--- src/rtl/ext_pipe_pkg.sv ---
// Shared definitions for the immediate/load extension pipeline:
// mode encoding and the two-entry buffer occupancy encoding.
package ext_pipe_pkg;

    typedef enum logic [2:0] {
        EXT_SIGN = 3'd0,
        EXT_ZERO = 3'd1,
        EXT_LUI  = 3'd2,
        EXT_BR   = 3'd3,
        EXT_LB   = 3'd4,
        EXT_LBU  = 3'd5,
        EXT_LH   = 3'd6,
        EXT_LHU  = 3'd7
    } ext_op_t;

    typedef enum logic [1:0] {
        BUF_EMPTY = 2'd0,
        BUF_MAIN  = 2'd1,
        BUF_FULL  = 2'd2
    } buf_state_t;

endpackage

--- src/rtl/ext_pipe_if.sv ---
// Request/result handshake bundle for ext_pipe; slave is the pipeline side.
interface ext_pipe_if
    import ext_pipe_pkg::*;
#(
    parameter int IMM_W = 16,
    parameter int W     = 32
);
    logic             in_valid;
    logic             in_ready;
    ext_op_t          in_op;
    logic [IMM_W-1:0] in_imm;
    logic [W-1:0]     in_data;
    logic [1:0]       in_addr_lo;
    logic             out_valid;
    logic             out_ready;
    logic [W-1:0]     out_ext;
    logic             out_err;

    modport slave (
        input  in_valid, in_op, in_imm, in_data, in_addr_lo, out_ready,
        output in_ready, out_valid, out_ext, out_err
    );

    modport master (
        output in_valid, in_op, in_imm, in_data, in_addr_lo, out_ready,
        input  in_ready, out_valid, out_ext, out_err
    );
endinterface

--- src/rtl/ext_pipe_core.sv ---
// Combinational mode/width computation. Load modes are only built when
// EXT_PIPE_LOAD_EN is defined; otherwise they report an error with zero result.
module ext_core
    import ext_pipe_pkg::*;
#(
    parameter int IMM_W = 16,
    parameter int W     = 32
) (
    input  ext_op_t          op,
    input  logic [IMM_W-1:0] imm,
    input  logic [W-1:0]     data,
    input  logic [1:0]       addr_lo,
    output logic [W-1:0]     ext,
    output logic             err
);
    logic [W-1:0] imm_sext;
    logic         unused_in;

    assign imm_sext  = W'(signed'(imm));
    assign unused_in = ^{data, addr_lo};

`ifdef EXT_PIPE_LOAD_EN
    logic [31:0] word;
    logic [7:0]  byte_sel;
    logic [15:0] half_sel;

    // Byte lanes are defined over a 32-bit word; narrower results see zero upper lanes.
    if (W >= 32) begin : g_word_trunc
        assign word = data[31:0];
    end else begin : g_word_pad
        assign word = {{(32-W){1'b0}}, data};
    end

    assign byte_sel = word[8*addr_lo +: 8];
    assign half_sel = addr_lo[1] ? word[31:16] : word[15:0];
`endif

    always_comb begin
        ext = '0;
        err = 1'b0;
        case (op)
            EXT_SIGN: ext = imm_sext;
            EXT_ZERO: ext = W'(imm);
            EXT_LUI:  ext = W'(imm) << (W - IMM_W);
            EXT_BR:   ext = imm_sext << 2;
`ifdef EXT_PIPE_LOAD_EN
            EXT_LB:   ext = W'(signed'(byte_sel));
            EXT_LBU:  ext = W'(byte_sel);
            EXT_LH: begin
                if (addr_lo[0]) err = 1'b1;
                else            ext = W'(signed'(half_sel));
            end
            EXT_LHU: begin
                if (addr_lo[0]) err = 1'b1;
                else            ext = W'(half_sel);
            end
`else
            default: err = 1'b1;
`endif
        endcase
    end
endmodule

--- src/rtl/ext_pipe.sv ---
// Immediate/load extension with one-cycle latency behind a two-entry skid buffer.
// Optional load modes are enabled by the EXT_PIPE_LOAD_EN macro.
//
// state     | meaning
// BUF_EMPTY | no result held, out_valid=0, in_ready=1
// BUF_MAIN  | result in main register, skid free, in_ready=1
// BUF_FULL  | main and skid both hold results, in_ready=0
module ext_pipe
    import ext_pipe_pkg::*;
#(
    parameter int IMM_W = 16,
    parameter int W     = 32
) (
    input  logic        clk,
    input  logic        reset,
    ext_pipe_if.slave   bus
);
    buf_state_t   state;
    logic [W-1:0] main_ext, skid_ext, core_ext;
    logic         main_err, skid_err, core_err;
    logic         in_ready_r, out_valid_r;
    logic         accept, drain;

    ext_core #(.IMM_W(IMM_W), .W(W)) u_core (
        .op      (bus.in_op),
        .imm     (bus.in_imm),
        .data    (bus.in_data),
        .addr_lo (bus.in_addr_lo),
        .ext     (core_ext),
        .err     (core_err)
    );

    assign accept = bus.in_valid && in_ready_r;
    assign drain  = out_valid_r && bus.out_ready;

    always_ff @(posedge clk) begin
        if (reset) begin
            state       <= BUF_EMPTY;
            main_ext    <= '0;
            main_err    <= 1'b0;
            skid_ext    <= '0;
            skid_err    <= 1'b0;
            in_ready_r  <= 1'b1;
            out_valid_r <= 1'b0;
        end else begin
            case (state)
                BUF_EMPTY: begin
                    if (accept) begin
                        main_ext    <= core_ext;
                        main_err    <= core_err;
                        out_valid_r <= 1'b1;
                        state       <= BUF_MAIN;
                    end
                end
                BUF_MAIN: begin
                    if (accept && drain) begin
                        main_ext <= core_ext;
                        main_err <= core_err;
                    end else if (accept) begin
                        skid_ext   <= core_ext;
                        skid_err   <= core_err;
                        in_ready_r <= 1'b0;
                        state      <= BUF_FULL;
                    end else if (drain) begin
                        out_valid_r <= 1'b0;
                        state       <= BUF_EMPTY;
                    end
                end
                BUF_FULL: begin
                    // in_ready is low here, so only a drain can happen.
                    if (drain) begin
                        main_ext   <= skid_ext;
                        main_err   <= skid_err;
                        in_ready_r <= 1'b1;
                        state      <= BUF_MAIN;
                    end
                end
                default: state <= BUF_EMPTY;
            endcase
        end
    end

    assign bus.in_ready  = in_ready_r;
    assign bus.out_valid = out_valid_r;
    assign bus.out_ext   = main_ext;
    assign bus.out_err   = main_err;
endmodule

--- src/flat_wrapper.sv ---
// flat-port wrapper written by rule: the top's interface ports become plain ports
module ext_pipe_flat import ext_pipe_pkg::*;
#(
    parameter int IMM_W = 16,
    parameter int W     = 32
)
  (clk, reset, bus_in_valid, bus_in_op, bus_in_imm, bus_in_data, bus_in_addr_lo, bus_out_ready, bus_in_ready, bus_out_valid, bus_out_ext, bus_out_err);
  ext_pipe_if #(.IMM_W(IMM_W), .W(W)) bus_i ();
  input  logic clk;
  input  logic reset;
  input wire logic [$bits(bus_i.in_valid)-1:0] bus_in_valid;
  input wire logic [$bits(bus_i.in_op)-1:0] bus_in_op;
  input wire logic [$bits(bus_i.in_imm)-1:0] bus_in_imm;
  input wire logic [$bits(bus_i.in_data)-1:0] bus_in_data;
  input wire logic [$bits(bus_i.in_addr_lo)-1:0] bus_in_addr_lo;
  input wire logic [$bits(bus_i.out_ready)-1:0] bus_out_ready;
  output wire logic [$bits(bus_i.in_ready)-1:0] bus_in_ready;
  output wire logic [$bits(bus_i.out_valid)-1:0] bus_out_valid;
  output wire logic [$bits(bus_i.out_ext)-1:0] bus_out_ext;
  output wire logic [$bits(bus_i.out_err)-1:0] bus_out_err;
  assign bus_i.in_valid = bus_in_valid;
  assign bus_i.in_op = bus_in_op;
  assign bus_i.in_imm = bus_in_imm;
  assign bus_i.in_data = bus_in_data;
  assign bus_i.in_addr_lo = bus_in_addr_lo;
  assign bus_i.out_ready = bus_out_ready;
  assign bus_in_ready = bus_i.in_ready;
  assign bus_out_valid = bus_i.out_valid;
  assign bus_out_ext = bus_i.out_ext;
  assign bus_out_err = bus_i.out_err;
  ext_pipe #(.IMM_W(IMM_W), .W(W)) u_core (.clk(clk), .reset(reset), .bus(bus_i));
endmodule
--- config.mk ---
export PLATFORM = sky130hd
export DESIGN_NAME = ext_pipe_flat
export DESIGN_NICKNAME = d
export VERILOG_FILES = /design/src/rtl/ext_pipe_pkg.sv /design/src/rtl/ext_pipe_if.sv /design/src/rtl/ext_pipe_core.sv /design/src/rtl/ext_pipe.sv /design/src/flat_wrapper.sv
export SDC_FILE = /design/constraint.sdc
export NUM_CORES = 1
export LEC_CHECK = 0
export ABC_AREA = 1
export ABC_CLOCK_PERIOD_IN_PS = 1400
export BUFFER_PORTS_ARGS = -buffer_cell sky130_fd_sc_hd__buf_2
export CAP_MARGIN = 20
export CORE_ASPECT_RATIO = 1.2
export CORE_UTILIZATION = 45
export DETAILED_ROUTE_END_ITERATION = 6
export MAX_ROUTING_LAYER = met4
export PLACE_DENSITY = 0.73
export SLEW_MARGIN = 0
export SYNTH_ARGS = -nofsm -noshare
export SYNTH_HDL_FRONTEND = slang
export SYNTH_SLANG_ARGS = --single-unit
--- constraint.sdc ---
create_clock -name clk -period 1.4 [get_ports clk]
set_input_delay 0.14 -clock clk [delete_from_list [all_inputs] [get_ports clk]]
set_output_delay 0.14 -clock clk [all_outputs]
set_load 0.1 [all_outputs]
=== Yosys cells after proc, flatten, opt, wreduce, memory -nomap -nowiden ===
Cells that the tools add are included.

* Flip-flop bits (word level): 70
* Output and inout bits: 35

* Equality and inequality tests: 13
* Multiplexer cells: 25
* Bitwise logic cells: 1
* Reduce and logical (&&, ||, !) cells: 14

{| class="wikitable"
|+ Operator list
! operator !! number
|-
| 32-bit case mux with 4 select lines || 1
|-
| 32-bit two-way mux || 3
|-
| 32-bit case mux with 3 select lines || 1
|-
| 4-bit AND reduction || 3
|-
| 1-bit two-way mux || 11
|-
| 2-bit two-way mux || 5
|-
| 2-bit by 1-bit inequality test with 1-bit output (second input constant) || 5
|-
| 3-bit by 2-bit == test with 1-bit output (second input constant) || 2
|-
| 2-bit case mux with 3 select lines || 1
|-
| 5-bit AND reduction || 1
|-
| 2-bit inequality test (second input constant) || 2
|-
| 1-bit case mux with 2 select lines || 2
|-
| 2-bit nonzero test || 2
|-
| 4-bit OR reduction || 1
|-
| 3-bit by 1-bit == test with 1-bit output (second input constant) || 1
|-
| 1-bit logical AND || 3
|-
| 3-bit zero test || 1
|-
| 3-bit by 1-bit inequality test with 1-bit output (second input constant) || 1
|-
| 1-bit case mux with 3 select lines || 1
|-
| 3-bit AND reduction || 1
|-
| 3-bit nonzero test || 1
|-
| 2-bit by 1-bit == test with 1-bit output (second input constant) || 1
|-
| 2-bit == test (second input constant) || 1
|-
| 2-bit zero test || 1
|-
| 1-bit NOT || 1
|}

=== Longest topological paths before layout ===
* Depth after elaboration: 5
* Gate-level depth with buffers: 9
* Mapped depth without buffers: 8

=== By module ===
A second synthesis with hierarchy kept.

* Cell total of the unflattened synthesis: 480
* Area total of the unflattened synthesis: 3350.7 µm²

{| class="wikitable"
|+ By module, submodules not included
! module !! instances !! cells an instance !! area an instance (µm²)
|-
| ext_pipe || 1 || 396 || 2899.0
|-
| ext_core || 1 || 84 || 451.7
|}

=== Least setup slack after synthesis ===
Ideal clock, no wire load.

* Path type: reg2reg
* From: register u_core.out_valid_r, in the netlist u_core.bus.out_valid
* To: register u_core.main_ext[10], in the netlist u_core.bus.out_ext[10]
* Library setup time: 112 ps
* Arrival: 1935 ps
* Required time: 1288 ps
* Slack: -646 ps
* Stages on the path, launching flop included: 9
* Path buffers: 1
* Path through: dfxtp_1 nand2_1 nor2_1 nand2_1 nand2_2 buf_2 nand3_1 nor2_1 nor2_1

* Longest elaborated chain between the ends: 4
* Elaborated cells on any way between the ends: 5
* Classes of those cells: 2 x eq/ne; 3 x reduce/logical

{| class="wikitable"
|+ Ends and longest elaborated chain
! item !! line !! RTL
|-
| start: declaration || ext_pipe.sv:21 || <nowiki>logic in_ready_r, out_valid_r;</nowiki>
|-
| start signal: assignment || ext_pipe.sv:44 || <nowiki>out_valid_r <= 1'b0;</nowiki>
|-
| start signal: assignment || ext_pipe.sv:51 || <nowiki>out_valid_r <= 1'b1;</nowiki>
|-
| start signal: assignment || ext_pipe.sv:65 || <nowiki>out_valid_r <= 1'b0;</nowiki>
|-
| 1-bit logical AND * || ext_pipe.sv:34 || <nowiki>assign drain = out_valid_r && bus.out_ready;</nowiki>
|-
| 1-bit logical AND || ext_pipe.sv:56 || <nowiki>if (accept && drain) begin</nowiki>
|-
| 2-bit by 1-bit inequality test with 1-bit output (no source line) || n/a ||
|-
| 4-bit AND reduction (no source line) * || n/a ||
|-
| end signal: assignment || ext_pipe.sv:49 || <nowiki>main_ext <= core_ext;</nowiki>
|-
| end signal: assignment || ext_pipe.sv:57 || <nowiki>main_ext <= core_ext;</nowiki>
|-
| end signal: assignment || ext_pipe.sv:72 || <nowiki>main_ext <= skid_ext;</nowiki>
|-
| end: declaration || ext_pipe.sv:19 || <nowiki>logic [W-1:0] main_ext, skid_ext, core_ext;</nowiki>
|}

Every way passes the cells marked *; elsewhere a longest branch is shown, timed or not.
A chain may end at the register's enable or synchronous reset.

=== Worst setup path in the final report ===
* From: register u_core.in_ready_r, in the netlist u_core.bus.in_ready
* To: register u_core.skid_ext[25]

* Longest elaborated chain between the ends: 4

{| class="wikitable"
|+ Ends and longest elaborated chain
! item !! line !! RTL
|-
| start: declaration || ext_pipe.sv:21 ||
|-
| start signal: assignment || ext_pipe.sv:43 || <nowiki>in_ready_r <= 1'b1;</nowiki>
|-
| start signal: assignment || ext_pipe.sv:62 || <nowiki>in_ready_r <= 1'b0;</nowiki>
|-
| start signal: assignment || ext_pipe.sv:74 || <nowiki>in_ready_r <= 1'b1;</nowiki>
|-
| 1-bit logical AND * || ext_pipe.sv:33 || <nowiki>assign accept = bus.in_valid && in_ready_r;</nowiki>
|-
| 1-bit logical AND || ext_pipe.sv:56 ||
|-
| 1-bit NOT (no source line) || n/a ||
|-
| 3-bit AND reduction (no source line) * || n/a ||
|-
| end signal: assignment || ext_pipe.sv:60 || <nowiki>skid_ext <= core_ext;</nowiki>
|-
| end: declaration || ext_pipe.sv:19 ||
|}

Marks and branches as above.

==> metrics.txt <==
outcome=finished, violations left; failing checks=design-rule violations; cell taking the most area after synthesis=dfxtp_1; CTS tree=built; setup TNS=0 ns; post-synthesis simple-gate area fraction=0.409; FF/Latch Area=1410 µm²; count of different cell masters after synthesis=22; DR DRC count=4; r2r setup slk=0.06 ns; CTS H-tree depth=3; yosys warns=0; first-pass GRT wire length=16,400 µm; fin. max-slew vios=0; most frequent cell after synthesis=nand2_1; I/O pin count=92; Post-DP HPWL=6500 µm; clk root buf=clkbuf_8; Die W=84.8 µm; Slowest-stage cell, CP=dfxtp_4; Adder-Cell Fraction of Synth Area=0; Congestion Overflow GR=0; DR vias/cell=5.25; Worst IR Drop VDD=1.10 mV; clock sink count=70; worst hold path startpoint=bus_in_imm[0]; final worst-path cycle share=0.955; sequential cell area fraction in the yosys report=0.379; PortBufs=57; clk buf depth=2; Die Ht=101 µm; Reg clk slew, reported paths=0.08 ns; area grow syn2layout=22.9%; cts bufs inserted=9; number of global-route vias before repair=3,473; final setup vio count=0; DR iter-0 viols=343; fmax=0.748 GHz; top cells by area, synth=dfxtp_1 38%, nand2_1 16%, nor2_1 13%; Final min period=1.34 ns; Avg Inst Size Synth=6.29 µm²; commonest cells in the netlist=162 x nand2_1, 125 x nor2_1, 70 x dfxtp_1; leak pwr=0.00235 µW; Std-Cell Rows=35; worst hold path depth=3; area of the multi-input gates=1930 µm²; XOR/XNOR Fraction of Synth Area=0; post-synthesis mux area share=0; CP startpoint kind=register; Fin. Hold Viols=0; Critical Path Stages=8; layout cell share with drive strength beyond 1=0.191; combinational family with the most area after synthesis=simple AND/OR/NAND/NOR gates; worst r2r src=u_core.bus.in_ready; WL final=9990 µm; DP Worst Slack=-0.0615 ns; crit-path leading delay family=flip-flops; Setup CP Type=register to register; top cell type's share of synthesized area=0.379; skew final=0.00628 ns; CP required=1.65 ns; Die Area=8600 µm²; Primary FF master, synth=dfxtp_1; Hold WS=0.0849 ns; #FFs+latches synth=70; final worst slack=0.0629 ns; Hold EP=u_core.skid_ext[0]; Worst path max stage delay=0.36 ns; Core Region=7840 µm²; ANT cells=0; DR vias=3,895; GPL Wtd Cong=0.920; fill count=735; PwrDens=2080 nW/µm²; worst slew pin tran=0.487 ns; Post-synth EDFFs=0; initial core utilization=0.472; netlist area before placement=3700 µm²; share of synthesized registers carrying an async set or reset=0; largest net degree at the start of global routing=67; Slew headroom=0.677; Mapped Nets=646; Detailed Routing Iterations Pass 1=7; Net count, final=702; fin util=0.581; Synth Area in Compound Gates=0.0973; Reg2Reg Capture Point=u_core.skid_ext[25]; MaxCap Viol Count=0; Clock Latency Late Sink=0.36 ns; GRT Total Usage=0.247; CP arrival=1.58 ns; worst-path fanout max=5; Worst R2R Path Depth=8; final antenna-violating net count=0; worst min-delay path class=primary input to register; Synth Instances=589; CP endpoint kind=register; WL/cell=13.5 µm; critical path, cell by cell=nand2_4, inv_2, nand2_2, nor2_4, buf_12, buf_6, o21ai_0, nor2_1; Buf/Inv on CP=3; initial antenna violation count=0
==> cells by family after synthesis <==
| logic type | count (synthesis) |
|---|---|
| buffers and inverters | 84 |
| and+or+nand+nor | 364 |
| DFF | 70 |
| AOI/OAI and AO/OA | 71 |
==> through the flow <==
stage / std cells / total power (µW) / instance area, µm²
2_1_floorplan: 589 / 6450 / 3740
3_3_place_gp: 720 / 7190 / 4140
3_5_place_dp: 720 / 7270 / 4140
4_1_cts: 737 / 9220 / 4390
5_1_grt: 742 / 9970 / 4550
6_report: 742 / 9450 / 4550
==> where the power goes <==
group / leakage [µW] / switching, µW / internal (µW)
registers: 0.000576 / 215 / 2440
logic: 0.00167 / 3650 / 1210
clock network: 0.000111 / 823 / 1110
total: 0.00235 / 4690 / 4760
==> state kept, by name, summed over array words and instances, names as in the netlist <==
name,count
u_core.bus.out_ext,32
u_core.skid_ext,32
u_core.state,2
u_core.bus.in_ready,1
u_core.bus.out_err,1
u_core.bus.out_valid,1
u_core.skid_err,1
==> final cells by class <==
cell class	count	share of cell area
Clock buffer	11	0.0335
Sequential cell	70	0.311
Inverter	45	0.0399
Tap cell	92	0.0253
Multi-Input combinational cell	435	0.423
Clock inverter	5	0.0176
Timing Repair Buffer	84	0.150
==> worst register-to-register path, delay by kind of cell, from the launching register on <==
family / cells / cell delay (ns)
flip-flops: 1 / 0.36
AND/OR/NAND/NOR: 4 / 0.34
buffers and inverters: 3 / 0.31
AO/OA/AOI/OAI: 1 / 0.22
==> metal layers <==
layer | vias to the layer above | routed length [µm] | global-route usage
met4 | 0 | 230 | 0.119
met2 | 154 | 4670 | 0.390
met5 | - | 0 | -
met1 | 1749 | 4330 | 0.303
li1 | 1968 | - | -
met3 | 24 | 755 | 0.0489
==> cell usage in the layout, fill, tap and decap left out, types with 9 or more instances in the layout <==
master	netlist	final
nand2_1	162	158
buf_2	15	58
a21oi_1	37	36
dfxtp_1	70	66
clkbuf_8	0	9
inv_1	41	40
nor2_1	125	123
o21ai_0	26	26
buf_12	0	10
nand3_1	52	51
nand4_1	16	16
==> repair_timing <==
item / CTS / global route
setup buffers: 0 / 2
pin swaps: 0 / 6
cloned: 0 / 3
hold buffers: 1 / 0
gates resized for setup: 3 / 22
endpoints found under the hold margin: 4 / 0
endpoints found under the setup margin: 38 / 64
==> worst max-delay path by stage <==
stage	from	end	slack (ns)
6_report	u_core.bus.in_ready	u_core.skid_ext[25]	0.06
5_1_grt	u_core.state[0]	u_core.skid_ext[9]	-0.02
4_1_cts	u_core.state[0]	u_core.skid_ext[25]	-0.008
3_5_place_dp	u_core.state[0]	u_core.skid_ext[0]	-0.06
3_3_place_gp	u_core.state[0]	u_core.skid_ext[0]	-0.03
2_1_floorplan	u_core.bus.in_ready	u_core.skid_ext[17]	-0.004
(Power assumes the default switching activity.)
